<file path="src/rtl/basic_cpu_sequencer_pkg.sv">
// basic_cpu_pkg: micro-op strobe bit indices and opcode constants for the basic accumulator CPU.
package basic_cpu_pkg;
   localparam int UOP_W = 22;
   localparam int AR_LD_PC  = 0,  AR_LD_IR  = 1,  AR_LD_MEM = 2,  AR_INR    = 3,
                  AR_CLR    = 4,  IR_LD     = 5,  PC_INR    = 6,  PC_LD_AR  = 7,
                  PC_CLR    = 8,  MEM_RD    = 9,  MEM_WR_AC = 10, MEM_WR_PC = 11,
                  MEM_WR_DR = 12, MEM_WR_TR = 13, TR_LD_PC  = 14, DR_LD     = 15,
                  DR_INR    = 16, AC_AND    = 17, AC_ADD    = 18, AC_LD_DR  = 19,
                  REG_EXEC  = 20, IO_EXEC   = 21;
   localparam int OP_AND = 0, OP_ADD = 1, OP_LDA = 2, OP_STA = 3,
                  OP_BUN = 4, OP_BSA = 5, OP_ISZ = 6, OP_REG = 7;
endpackage

</file>
<file path="src/rtl/basic_cpu_sequencer_seq_counter.sv">
// seq_counter: sequence counter, clear has priority over increment, wraps naturally at its maximum.
module seq_counter #(
   parameter int W = 4
) (
   input  logic         clk,
   input  logic         rst,
   input  logic         clr,
   input  logic         inc,
   output logic [W-1:0] cnt
);
   logic [W-1:0] cnt_d, cnt_q;
   assign cnt_d = clr ? '0 : inc ? cnt_q + W'(1) : cnt_q;
   assign cnt = cnt_q;
   always_ff @(posedge clk or posedge rst)
      if (rst) cnt_q <= '0;
      else cnt_q <= cnt_d;
endmodule

</file>
<file path="src/rtl/basic_cpu_sequencer.sv">
// basic_cpu_sequencer: fetch/decode/indirect/execute micro-op sequencer; define INTERRUPT_EN for the interrupt cycle.
module basic_cpu_sequencer
   import basic_cpu_pkg::*;
#(
   parameter int SC_W       = 4,
   parameter bit AUTO_START = 1'b0
) (
   input  logic                 clk,
   input  logic                 rst,
   input  logic                 start,
   input  logic [15:0]          ir,
   input  logic                 dr_zero,
   output logic [2**SC_W-1:0]   t,
   output logic [7:0]           d,
   output logic                 i_ind,
   output logic                 running,
   output logic [UOP_W-1:0]     uop,
   output logic                 instr_done
`ifdef INTERRUPT_EN
   ,
   input  logic                 irq,
   output logic                 ien,
   output logic                 r_cycle
`endif
);
   localparam int TW = 2**SC_W;
   logic [SC_W-1:0] sc;
   logic [3:0] step;
   logic [7:0] d_q, d_d;
   logic s_q, s_d, i_q, i_d, run, irc, hlt, clr, unused_ir;
   assign step = 4'(sc);
   assign run = s_q && !rst;
   assign clr = instr_done || !s_q;
   assign t = run ? TW'(1) << sc : '0;
   assign d = d_q;
   assign i_ind = i_q;
   assign running = s_q;
   assign unused_ir = ^{ir[11:1]};
   seq_counter #(.W(SC_W)) u_sc (.clk(clk), .rst(rst), .clr(clr), .inc(s_q), .cnt(sc));
`ifdef INTERRUPT_EN
   logic ien_q, ien_d, r_q, r_d;
   // R may rise mid-instruction; it only redirects sequencing once the counter is back at T0..T2
   assign irc = r_q && step < 4'd3;
   assign ien = ien_q;
   assign r_cycle = r_q;
   always_comb begin
      ien_d = (irc && instr_done) ? 1'b0 : uop[IO_EXEC] ? (ir[7] || ien_q) && !ir[6] : ien_q;
      r_d = (irc && instr_done) ? 1'b0 : r_q || (run && step > 4'd2 && ien_q && irq);
   end
   always_ff @(posedge clk or posedge rst)
      if (rst) begin
         ien_q <= 1'b0;
         r_q <= 1'b0;
      end else begin
         ien_q <= ien_d;
         r_q <= r_d;
      end
`else
   assign irc = 1'b0;
`endif
   always_comb begin
      uop = '0;
      instr_done = 1'b0;
      if (run && irc) begin
`ifdef INTERRUPT_EN
         uop[AR_CLR] = step == 4'd0;
         uop[TR_LD_PC] = step == 4'd0;
         uop[MEM_WR_TR] = step == 4'd1;
         uop[PC_CLR] = step == 4'd1;
         uop[PC_INR] = step == 4'd2;
         instr_done = step == 4'd2;
`endif
      end else if (run) begin
         case (step)
            4'd0: uop[AR_LD_PC] = 1'b1;
            4'd1: begin
               uop[MEM_RD] = 1'b1;
               uop[IR_LD] = 1'b1;
               uop[PC_INR] = 1'b1;
            end
            4'd2: uop[AR_LD_IR] = 1'b1;
            4'd3:
               if (d_q[OP_REG]) begin
                  uop[i_q ? IO_EXEC : REG_EXEC] = 1'b1;
                  instr_done = 1'b1;
               end else begin
                  uop[MEM_RD] = i_q;
                  uop[AR_LD_MEM] = i_q;
               end
            4'd4: begin
               uop[MEM_RD] = d_q[OP_AND] | d_q[OP_ADD] | d_q[OP_LDA] | d_q[OP_ISZ];
               uop[DR_LD] = d_q[OP_AND] | d_q[OP_ADD] | d_q[OP_LDA] | d_q[OP_ISZ];
               uop[MEM_WR_AC] = d_q[OP_STA];
               uop[PC_LD_AR] = d_q[OP_BUN];
               uop[MEM_WR_PC] = d_q[OP_BSA];
               uop[AR_INR] = d_q[OP_BSA];
               instr_done = d_q[OP_STA] | d_q[OP_BUN];
            end
            4'd5: begin
               uop[AC_AND] = d_q[OP_AND];
               uop[AC_ADD] = d_q[OP_ADD];
               uop[AC_LD_DR] = d_q[OP_LDA];
               uop[PC_LD_AR] = d_q[OP_BSA];
               uop[DR_INR] = d_q[OP_ISZ];
               instr_done = d_q[OP_AND] | d_q[OP_ADD] | d_q[OP_LDA] | d_q[OP_BSA];
            end
            4'd6: begin
               uop[MEM_WR_DR] = d_q[OP_ISZ];
               uop[PC_INR] = d_q[OP_ISZ] & dr_zero;
               instr_done = d_q[OP_ISZ];
            end
            default: ;
         endcase
      end
   end
   always_comb begin
      // HLT beats a simultaneous start: start is only looked at while halted
      hlt = instr_done && step == 4'd3 && !irc && !i_q && ir[0];
      s_d = s_q ? !hlt : start;
      d_d = (run && !irc && step == 4'd2) ? 8'd1 << ir[14:12] : d_q;
      i_d = (run && !irc && step == 4'd2) ? ir[15] : i_q;
   end
   always_ff @(posedge clk or posedge rst)
      if (rst) begin
         s_q <= AUTO_START;
         d_q <= '0;
         i_q <= 1'b0;
      end else begin
         s_q <= s_d;
         d_q <= d_d;
         i_q <= i_d;
      end
endmodule

</file>
<file path="config.mk">
export PLATFORM = sky130hd
export DESIGN_NAME = basic_cpu_sequencer
export DESIGN_NICKNAME = d
export VERILOG_FILES = /design/src/rtl/basic_cpu_sequencer_pkg.sv /design/src/rtl/basic_cpu_sequencer_seq_counter.sv /design/src/rtl/basic_cpu_sequencer.sv
export SDC_FILE = /design/constraint.sdc
export NUM_CORES = 1
export LEC_CHECK = 0
export CAP_MARGIN = 20
export CORE_MARGIN = 2
export CORE_UTILIZATION = 33
export CTS_CLUSTER_SIZE = 20
export DETAILED_ROUTE_END_ITERATION = 7
export PLACE_DENSITY = 0.89
export SLEW_MARGIN = 20
export SYNTH_ARGS = -nofsm -noshare
export SYNTH_HDL_FRONTEND = slang
export SYNTH_HIERARCHICAL = 1
export SYNTH_SLANG_ARGS = --single-unit
export TNS_END_PERCENT = 50
</file>
<file path="constraint.sdc">
create_clock -name clk -period 4.6 [get_ports clk]
set_input_delay 1.15 -clock clk [delete_from_list [all_inputs] [get_ports clk]]
set_output_delay 1.15 -clock clk [all_outputs]
set_load 0.05 [all_outputs]
</file>
==> results.txt, run 1 <==
* Status: finished clean
- Synth async-reset ratio: 1.00
- Vias in the first global route: 990
- Measured along the y axis, the die boundary spans ~59 microns.
* Number of routed nets with antenna violations: 0
- Type of origin of the critical path: primary input
* Library cells used by synthesis: 42
- Critical path class: primary input to primary output
- Number of input and output port buffers inserted: between 50 and 60
- Of the available clock period, the critical path in the final layout requires 0.908.
- On the final layout, the worst hold slack is about 550 ps.
* Net Switching: 450 uW
- On the worst path, the slowest cell contributes a delay of 810 ps.
* Slew Viols, Final: 0
* Fill cell instance count of the final layout: ~260
* Layout cell share with drive strength beyond 1: 0.207
- Most frequent cells after synthesis: nor2_1, nand2_1, dfrtp_1
- 1st-pass router iterations: 4
- Final setup vio count: 0
- By area the synthesized netlist is led by dfrtp_1, nor2_1, nand2_1.
- DRT iter0 DRCs: roughly 70
* Max-Slew Margin vs Limit: 0.652
- In this run, CTS created clock tree buffers numbering 3.
- TritonCTS built the clock tree.
- Maximum clock path buffer count: 2
* Cell area power density: approximately 530 mW/mm^2
* Syn. warnings: 6
- After detailed routing, the number of vias per cell comes to 5.26.
- Cells after Synth: 122
* Worst Path Buf+Inv: 2
- Fraction of post-synthesis cell area in the top cell type by area: 0.357
* DR vias: between 1000 and 1500
* Footprint of the flip-flops and latches: 350 sq um
* Top FF cell, synth: dfrtp_1
* Cells along the critical path: clkdlybuf4s50_1 > nand4bb_1 > nor2_1 > clkdlybuf4s50_1
- Met1 Routed Length: 1.14 mm
* DRC violation count after routing: 0
- First-pass GRT wire length: approximately 4.5 mm
* Share of total power in sequential cells: 0.283
- Post-DP HPWL: approximately 2.2 mm
* CTS-repair resized insts: 0
* Met2 WL post-DR: approximately 1.4 mm
- Portion of total power attributed to the clock network: 0.105
- Placement-stage cell area: 0.00156 sq mm
* Highest fanout seen on the critical path: 6
- Mapped cell area: around 1000 sq um
- Clock slew seen by the registers of the worst setup and hold paths: 90 ps
- TNS Setup: 0 ps
- At the pin with the least slew margin, the transition time is 516 ps.
- Global router's overall resource usage: 0.170
- After synthesis, the mean cell area works out to between 8 and 9 sq um.
- STA puts the critical path data required time at between 3000 and 4000 ps.
* Power share of the combinational group: 0.612
- Sum of overflow across all layers after global routing: 0
- Setup repair after global routing left no endpoint under its margin.
* Initial Util: 0.353
- Wire segments on met3 add up to ~280 microns in the final route.
* Number of antenna violations at the first check in global routing: 0
- For this design, the CTS-stage hold fixing added 0 buffers.
- Dividing the detail-routed wire length by the instance count gives approximately 14 microns.
* Max cap viols: 0
* Placer's final routability congestion estimate: around 0.79
* Yosys top cell by area: dfrtp_1
- H-tree level count: 1
- The floorplan has 19 rows.
* Largest net degree at the start of global routing: 18
- Final nets: just under 200
- Worst clock skew on the final layout: around 3.5 ps
- Yosys reg bits: 14
* Cell with the most instances on the worst path: clkdlybuf4s50_1
- Min Clock Period, post-route: about 4200 ps
- Crit path arrival time: ~3000 ps
* Top routing layer used: met4
* Diode insertion count for antenna repair: 0
- Clock net sink count: 14
- The finished cells cover 0.00160 sq mm.
- The clock reaches the later pin of the worst-skew pair after around 280 ps.
- Count leader, synth: nor2_1
* Leakage Power: roughly 0.73 nW
- Number of buffers inserted to repair setup after CTS: 0
- Net switching share of the total power: 0.530
* Multi-input gate area: 558 sq um
- Signed area change from the synthesized netlist to the final layout: 62.9%
- Total Die Area: between 0.003 and 0.004 sq mm
- Summed over all layers, the routed wires come to 2.84 mm.
- Derived from the worst setup path, the maximum achievable clock frequency is around 0.24 GHz.
* Area inside the core boundary: roughly 0.0028 sq mm
* Final hold viol count: 0
- Cell class contributing the biggest share of worst-path delay: buffers and inverters
- In this run the worst hold path is classified as register to register.
* # IOs: 69
- The slowest stage of the critical path belongs to the cell clkdlybuf4s50_1.
* Sequential-to-total area share from yosys stat: 0.357
- Internal power summed over all cells: 400 uW
* Master cell of the clock root buffer: clkbuf_4
- CP Capture Type: primary output
- IR analysis of the VDD net gives a maximum drop of just under 0.0003 V.
* Chip width: around 59 microns
- Yosys mapped a number of flops with a built-in enable equal to 0.
[state kept, by name, summed over array words and instances, names as in the netlist]
name and flops:
i_ind 1, running 1, u_sc/cnt 4, d 8
[power by group through the flow]
| stage | clock [mW] | combinational [mW] | sequential (mW) |
|---|---|---|---|
| 2_1_floorplan | 0 | 0.325 | 0.265 |
| 3_3_place_gp | 0 | 0.505 | 0.236 |
| 3_5_place_dp | 0 | 0.519 | 0.241 |
| 4_1_cts | 0.0929 | 0.521 | 0.239 |
| 5_1_grt | 0.0983 | 0.549 | 0.252 |
| 6_report | 0.0889 | 0.520 | 0.241 |
[worst paths after layout]
| path | startpoint | endpoint | slack (ps) | cells after the start |
|---|---|---|---|---|
| max reg2reg | u_sc/cnt[0] | u_sc/cnt[3] | 2180 | 6 |
| min in group asynchronous | rst | u_sc/cnt[1] | 1180 | 2 |
| max | rst | t[6] | 420 | 4 |
| max in group asynchronous | rst | d[6] | 3050 | 2 |
| min | d[0] | d[0] | 550 | 2 |
| min reg2reg | d[0] | d[0] | 550 | 2 |
[layout make-up]
class | instances | area share
tap | 31 | 0.0242
timing repair buffer | 55 | 0.364
clock buffer | 4 | 0.0227
multi-input combinational | 92 | 0.349
inverter | 9 | 0.0211
sequential | 14 | 0.219
[worst reg2reg max path, stage by stage (launching register included)]
cell and delay (ps):
dfrtp_1 660, nand2_1 290, xor2_1 200, or3_1 330
o21ai_0 440, nor2b_1 110, mux2_4 280
[cell families after synthesis]
kind of cell             after synthesis  share of synthesized area
AO/OA/AOI/OAI                         17                      0.131
multiplexers                           2                     0.0255
buffers and inverters                 19                      0.102
AND/OR/NAND/NOR                       66                      0.350
flip-flops                            14                      0.357
adder cells (fa/ha/maj)                1                     0.0127
other                                  1                    0.00382
XOR/XNOR                               2                     0.0178
[routing by layer]
layer	global-route usage	vias to the layer above
met2	0.300	48
met5	0	-
met1	0.200	510
li1	-	518
met3	0.0330	2
met4	0.0731	0
[cells in the final DEF (no fill, tap or decap), drive strengths merged, types with 2 or more instances in the layout]
cell and instances:
o41ai 4, o21ai 3, or3 2, buf 27
clkbuf 4, and2 5, dfrtp 14, nand3 3
nor4b 2, nor2 16, conb 4, nor3 9
nand2 15, nor2b 2, inv 9, clkdlybuf4s50 28
o31ai 2, nand3b 3
[stage by stage]
stage	total power, mW	setup WS (ps)	cells	utilization
finish	0.850	423	205	0.575
global route	0.900	324	205	0.575
CTS	0.852	432	205	0.575
detailed placement	0.760	436	201	0.562
global placement	0.741	451	201	0.562
floorplan	0.590	116	125	-
No activity file was read; power rests on OpenSTA's default activity.
==> run 2, diff against run 1 <==
- REMOVE_ABC_BUFFERS: default -> 1
- clock period: 4.6 -> 4.99 ns (I/O delays scaled with it)
==> results.txt, run 2 (same netlist as run 1, synthesis figures left out) <==
- Final setup vio count: 0
- Number of buffers inserted to repair setup after CTS: 0
* Final Power: 772 uW
* Total Die Area: between 0.003 and 0.004 sq mm
* Clock slew seen by the registers of the worst setup and hold paths: 90 ps
- Status: finished clean
* Unrepaired setup endpoints after global routing: false
* Sum of overflow across all layers after global routing: 0
- DRC violation count after routing: 0
- Clock net sink count: 14
- Of the cells placed in the final design, the portion with a size suffix greater than 1 is 0.148.
- The worst setup path is launched from a primary input.
- At the end of routability-driven placement, the weighted congestion stood at slightly above 0.8.
- Crit path arrival time: 3320 ps
- Post-CTS repair changed the size of 0 cells.
* Signed area change from the synthesized netlist to the final layout: 60.1%
- Commonest non-fill, non-tap cell in the layout: clkdlybuf4s50_1
- Max-Slew Margin vs Limit: 0.663
- Entering global routing, the biggest net connects 18 pins.
- For the worst-skew pair, the clock arrives at the later sink with an insertion delay of 280 ps.
- TritonCTS created 3 clock buffers.
- Chip width: between 50 and 60 microns
- For the finished layout, the period the worst path requires is ~4600 ps.
* Post-DP HPWL: slightly above 2 mm
- Final nets: between 150 and 200
- Number of antenna violations at the first check in global routing: 0
- Fill cell instance count of the final layout: 270
* Initial Util: 0.353
- For this run, the total global-route usage over all layers was measured as 0.165.
- The number of global-route vias before repair was ~1000.
* Slew Viols, Final: 0
- Die Height: a little under 60 microns
- Final critical-path setup slack: around 430 ps
- No sink is reached through more buffers than the 2 on the longest clock path.
- Diode insertion count for antenna repair: 0
* Hold-fix buffers at CTS: 0
- In this run the worst path has a maximum fanout of 8.
- Footprint of the flip-flops and latches: between 300 and 400 sq um
- The finished layout holds 207 standard cells, fillers aside.
* Area inside the core boundary: approximately 0.0028 sq mm
* Final hold viol count: 0
- Maximum vdd ir drop: roughly 0.00030 V
* Worst clock skew on the final layout: ~8.1 ps
- DRT iter0 DRCs: 60
* Number of routed nets with antenna violations: 0
- Tightest Pin Transition: just over 500 ps
- Pre-CTS setup slack: around 420 ps
- The multi-input combinational cells in the finished layout cover a total of between 500 and 600 sq um.
- Period utilization: 0.915
- The floorplan has 19 rows.
- Data required time of the worst path: around 3700 ps
- The worst setup path is of the primary input to primary output kind.
- Static timing analysis puts the maximum clock frequency at 0.219 GHz.
* Routed len/inst: about 13 microns
* DR vias: ~1100
- Max cap viols: 0
- The root buffer cell chosen for the clock tree is clkbuf_4.
- The register with the most flip-flops in the layout has 8 of them.
- The first global-routing pass estimated 4.46 mm of wire.
- The first TritonRoute pass finished after 4 iterations.
- The routed design has 2.61 mm of wire.
- Leakage Power: 0.708 nW
* Per-cell via count in the routed design: 5.20
- The worst setup path is captured at a primary output.
* H-tree level count: 1
- Including well taps, the total number of placed cells is roughly 200.
- In this run the power density over the cells is roughly 490 mW/mm^2.
- During placement, the flow inserted port buffers numbering 53.
- Clock tree from TritonCTS: built
* Type of the most critical hold path: register to register
* # IOs: between 60 and 70
- Worst-case hold slack: 535 ps
* Highest-count cells in the layout ignoring fill and taps: clkdlybuf4s50_1, nor2_1, buf_4
run 2: metal layers:
| metal | share of wire | track usage | routed length [microns] |
|---|---|---|---|
| met5 | 0 | 0 | 0 |
| met4 | 0.013 | 0.0598 | 35 |
| met3 | 0.074 | 0.0286 | 194 |
| met2 | 0.47 | 0.273 | 1220 |
| met1 | 0.45 | 0.215 | 1160 |
run 2: final cells by class:
type | count | area share
Clock buffer | 4 | 0.0231
Inverter | 9 | 0.0215
Multi-Input combinational cell | 92 | 0.345
Sequential cell | 14 | 0.223
Tap cell | 31 | 0.0247
Timing Repair Buffer | 57 | 0.363
run 2: critical path: stages:
cell             delay (ps)
clkdlybuf4s50_1         420
or4b_1                  630
nor3_1                  190
clkdlybuf4s50_1         830
run 2: final timing paths:
path / slack (ps) / from / cells past startpoint / end
setup / recovery: 430 / rst / 4 / uop[0]
setup reg to reg: 2580 / u_sc/cnt[0] / 6 / u_sc/cnt[3]
max in group asynchronous: 3290 / rst / 3 / d[1]
hold / removal: 540 / d[2] / 2 / d[2]
hold reg to reg: 540 / d[2] / 2 / d[2]
min in group asynchronous: 1330 / rst / 3 / u_sc/cnt[2]
run 2: metrics by stage:
step | setup TNS, ps | utilization | instance area (sq um)
3_3_place_gp | 0 | 0.552 | 1540
3_5_place_dp | 0 | 0.552 | 1540
5_1_grt | 0 | 0.565 | 1570
6_report | 0 | 0.565 | 1570
2_1_floorplan | -1190 | - | 927
4_1_cts | 0 | 0.565 | 1570
run 2: report_power, final:
group / leakage (nW) / switching, mW / internal, mW
sequential: 0.177 / 0.0718 / 0.147
clock: 0.0210 / 0.0375 / 0.0444
combinational: 0.510 / 0.296 / 0.176
total: 0.708 / 0.405 / 0.367
==> run 3, diff against run 2 <==
- MAX_ROUTING_LAYER: default -> met4
==> results.txt, run 3 (same netlist as run 1, synthesis figures left out) <==
- Status: finished clean
- Hold repair after CTS inserted 0 buffers.
- Across all layers, the routed design uses 1073 vias.
- For this design the static power due to leakage is 0.708 nW.
- Type of origin of the critical path: primary input
- The detail route stage leaves a number of antenna-violating nets equal to 0.
- CTS placed an instance of clkbuf_4 at the clock tree root.
* Max-Slew Margin vs Limit: 0.663
- Maximum clock path buffer count: 2
- TNS Setup: 0 ps
- Placer's final routability congestion estimate: 0.833
- Worst clock skew on the final layout: approximately 8 ps
- In the layout the commonest cells are clkdlybuf4s50_1, nor2_1, buf_4.
* Slew Viols, Final: 0
* Final nets: between 150 and 200
* Final critical-path setup slack: around 430 ps
- Library cell contributing the largest single delay on the critical path: clkdlybuf4s50_1
- First-pass GRT wire length: between 4 and 5 mm
* H-tree level count: 1
* Crit path arrival time: between 3000 and 4000 ps
* Net Switching: roughly 400 uW
- Internal power summed over all cells: roughly 370 uW
- Routed len/inst: 12.7 microns
- Prior to clock tree synthesis, the placed netlist has a worst setup slack of between 400 and 500 ps.
* Number of buffers inserted to repair setup after CTS: 0
* Cell area power density: slightly below 500 mW/mm^2
- Cells along the critical path: clkdlybuf4s50_1 > or4b_1 > nor3_1 > clkdlybuf4s50_1
- between 60 and 70 I/O pins were placed.
* Portion of total power attributed to the clock network: 0.106
- The tightest min-delay check is of the register to register type.
* Layout cell share with drive strength beyond 1: 0.148
- Net switching share of the total power: 0.525
- The later pin in the worst-skew pair is clocked with a latency of about 280 ps.
- The share of total power dissipated in sequential elements is 0.283.
* Area inside the core boundary: approximately 0.0028 sq mm
* Per-cell via count in the routed design: between 5 and 6
- Power share of the combinational group: 0.611
- In this run, post-CTS repair resized a total of 0 instances.
* Highest fanout seen on the critical path: 8
- The initial utilization of the core area, before any placement, comes to 0.353.
* Min Clock Period, post-route: around 4600 ps
- Maximum vdd ir drop: approximately 0.00030 V
* Tightest Pin Transition: ~500 ps
* Signed area change from the synthesized netlist to the final layout: 60.1%
- Unrepaired setup endpoints after global routing: false
* Max incr delay on CP: 830 ps
- The hold violation total from the final report came to 0.
- The floorplan step defined a die boundary enclosing ~0.0034 sq mm.
* Largest net degree at the start of global routing: 18
- Counting tap cells, the placed design contains a total of slightly above 200 instances.
- TritonCTS created 3 clock buffers.
* Final setup vio count: 0
- Input and output buffers added on the ports amount to 53.
- DRT iter0 DRCs: 63
- Clock tree from TritonCTS: built
- The floorplan has 19 rows.
- Max cap viols: 0
- By instance count, the cell type seen most on the critical path is clkdlybuf4s50_1.
* CP Capture Type: primary output
* Global router's overall resource usage: 0.170
- Sum of overflow across all layers after global routing: 0
- Leaving out fill and tap cells, the most frequent cell in the layout is clkdlybuf4s50_1.
* Filler-free cell count of the finished design: approximately 210
- Vias in the first global route: 975
- Data required time of the worst path: about 3700 ps
- Max Fclk: 0.219 GHz
- In this run the horizontal extent of the chip is approximately 59 microns.
- DRC violation count after routing: 0
- The register with the most flip-flops in the layout has 8 of them.
* Final Power: roughly 770 uW
- For this run, the detailed router's first-pass iteration total came to 4.
- 0 antenna diodes ended up in the layout.
* Clock slew seen by the registers of the worst setup and hold paths: around 90 ps
- Critical path class: primary input to primary output
* Number of antenna violations at the first check in global routing: 0
* Total routed wirelength: approximately 2.6 mm
- Post-DP HPWL: 2.06 mm
- Period utilization: 0.915
* Die Height: between 50 and 60 microns
- Clock net sink count: 14
-- run 3: cell counts in the layout (fill, tap and decap cells not counted) --
Identical to the previous run, type by type.
-- run 3: area by class of cell --
type | count | area [sq um]
multi-input combinational | 92 | 543
fill | 270 | 1210
inverter | 9 | 33.8
clock buffer | 4 | 36.3
timing repair buffer | 57 | 571
sequential | 14 | 350
tap | 31 | 38.8
-- run 3: worst paths after layout --
kind,from,to,slack [ps],cells past startpoint
setup / recovery,rst,uop[0],430,4
hold / removal,d[2],d[2],540,2
setup reg to reg,u_sc/cnt[0],u_sc/cnt[3],2590,6
hold reg to reg,d[2],d[2],540,2
max in group asynchronous,rst,d[1],3290,3
min in group asynchronous,rst,u_sc/cnt[2],1330,3
-- run 3: worst max-delay path, delay by kind of cell --
family        cells  cell delay (ps)
simple gates      2              820
buf+inv           2             1250
-- run 3: per-stage QoR --
stage / area, sq um / utilization / hold WS (ps)
after floorplan: 927 / - / 666
after global placement: 1540 / 0.552 / 508
after detailed placement: 1540 / 0.552 / 518
after CTS: 1570 / 0.565 / 540
after global routing: 1570 / 0.565 / 586
final: 1570 / 0.565 / 535
-- run 3: power groups by stage --
stage	Combinational, mW	Sequential, mW	Clock, mW
after CTS	0.474	0.218	0.0844
after global placement	0.464	0.219	0
final	0.471	0.219	0.0819
after detailed placement	0.472	0.221	0
after global routing	0.505	0.229	0.0888
after floorplan	0.267	0.257	0
-- run 3: layer usage --
layer  part of all wire  wire (microns)  track usage  up-vias
li1                   -               -            -      520
met1               0.45            1170        0.218      497
met2               0.46            1220        0.273       50
met3              0.076             199       0.0264        6
met4              0.013              35       0.0598        0
met5                  0               0            -        -
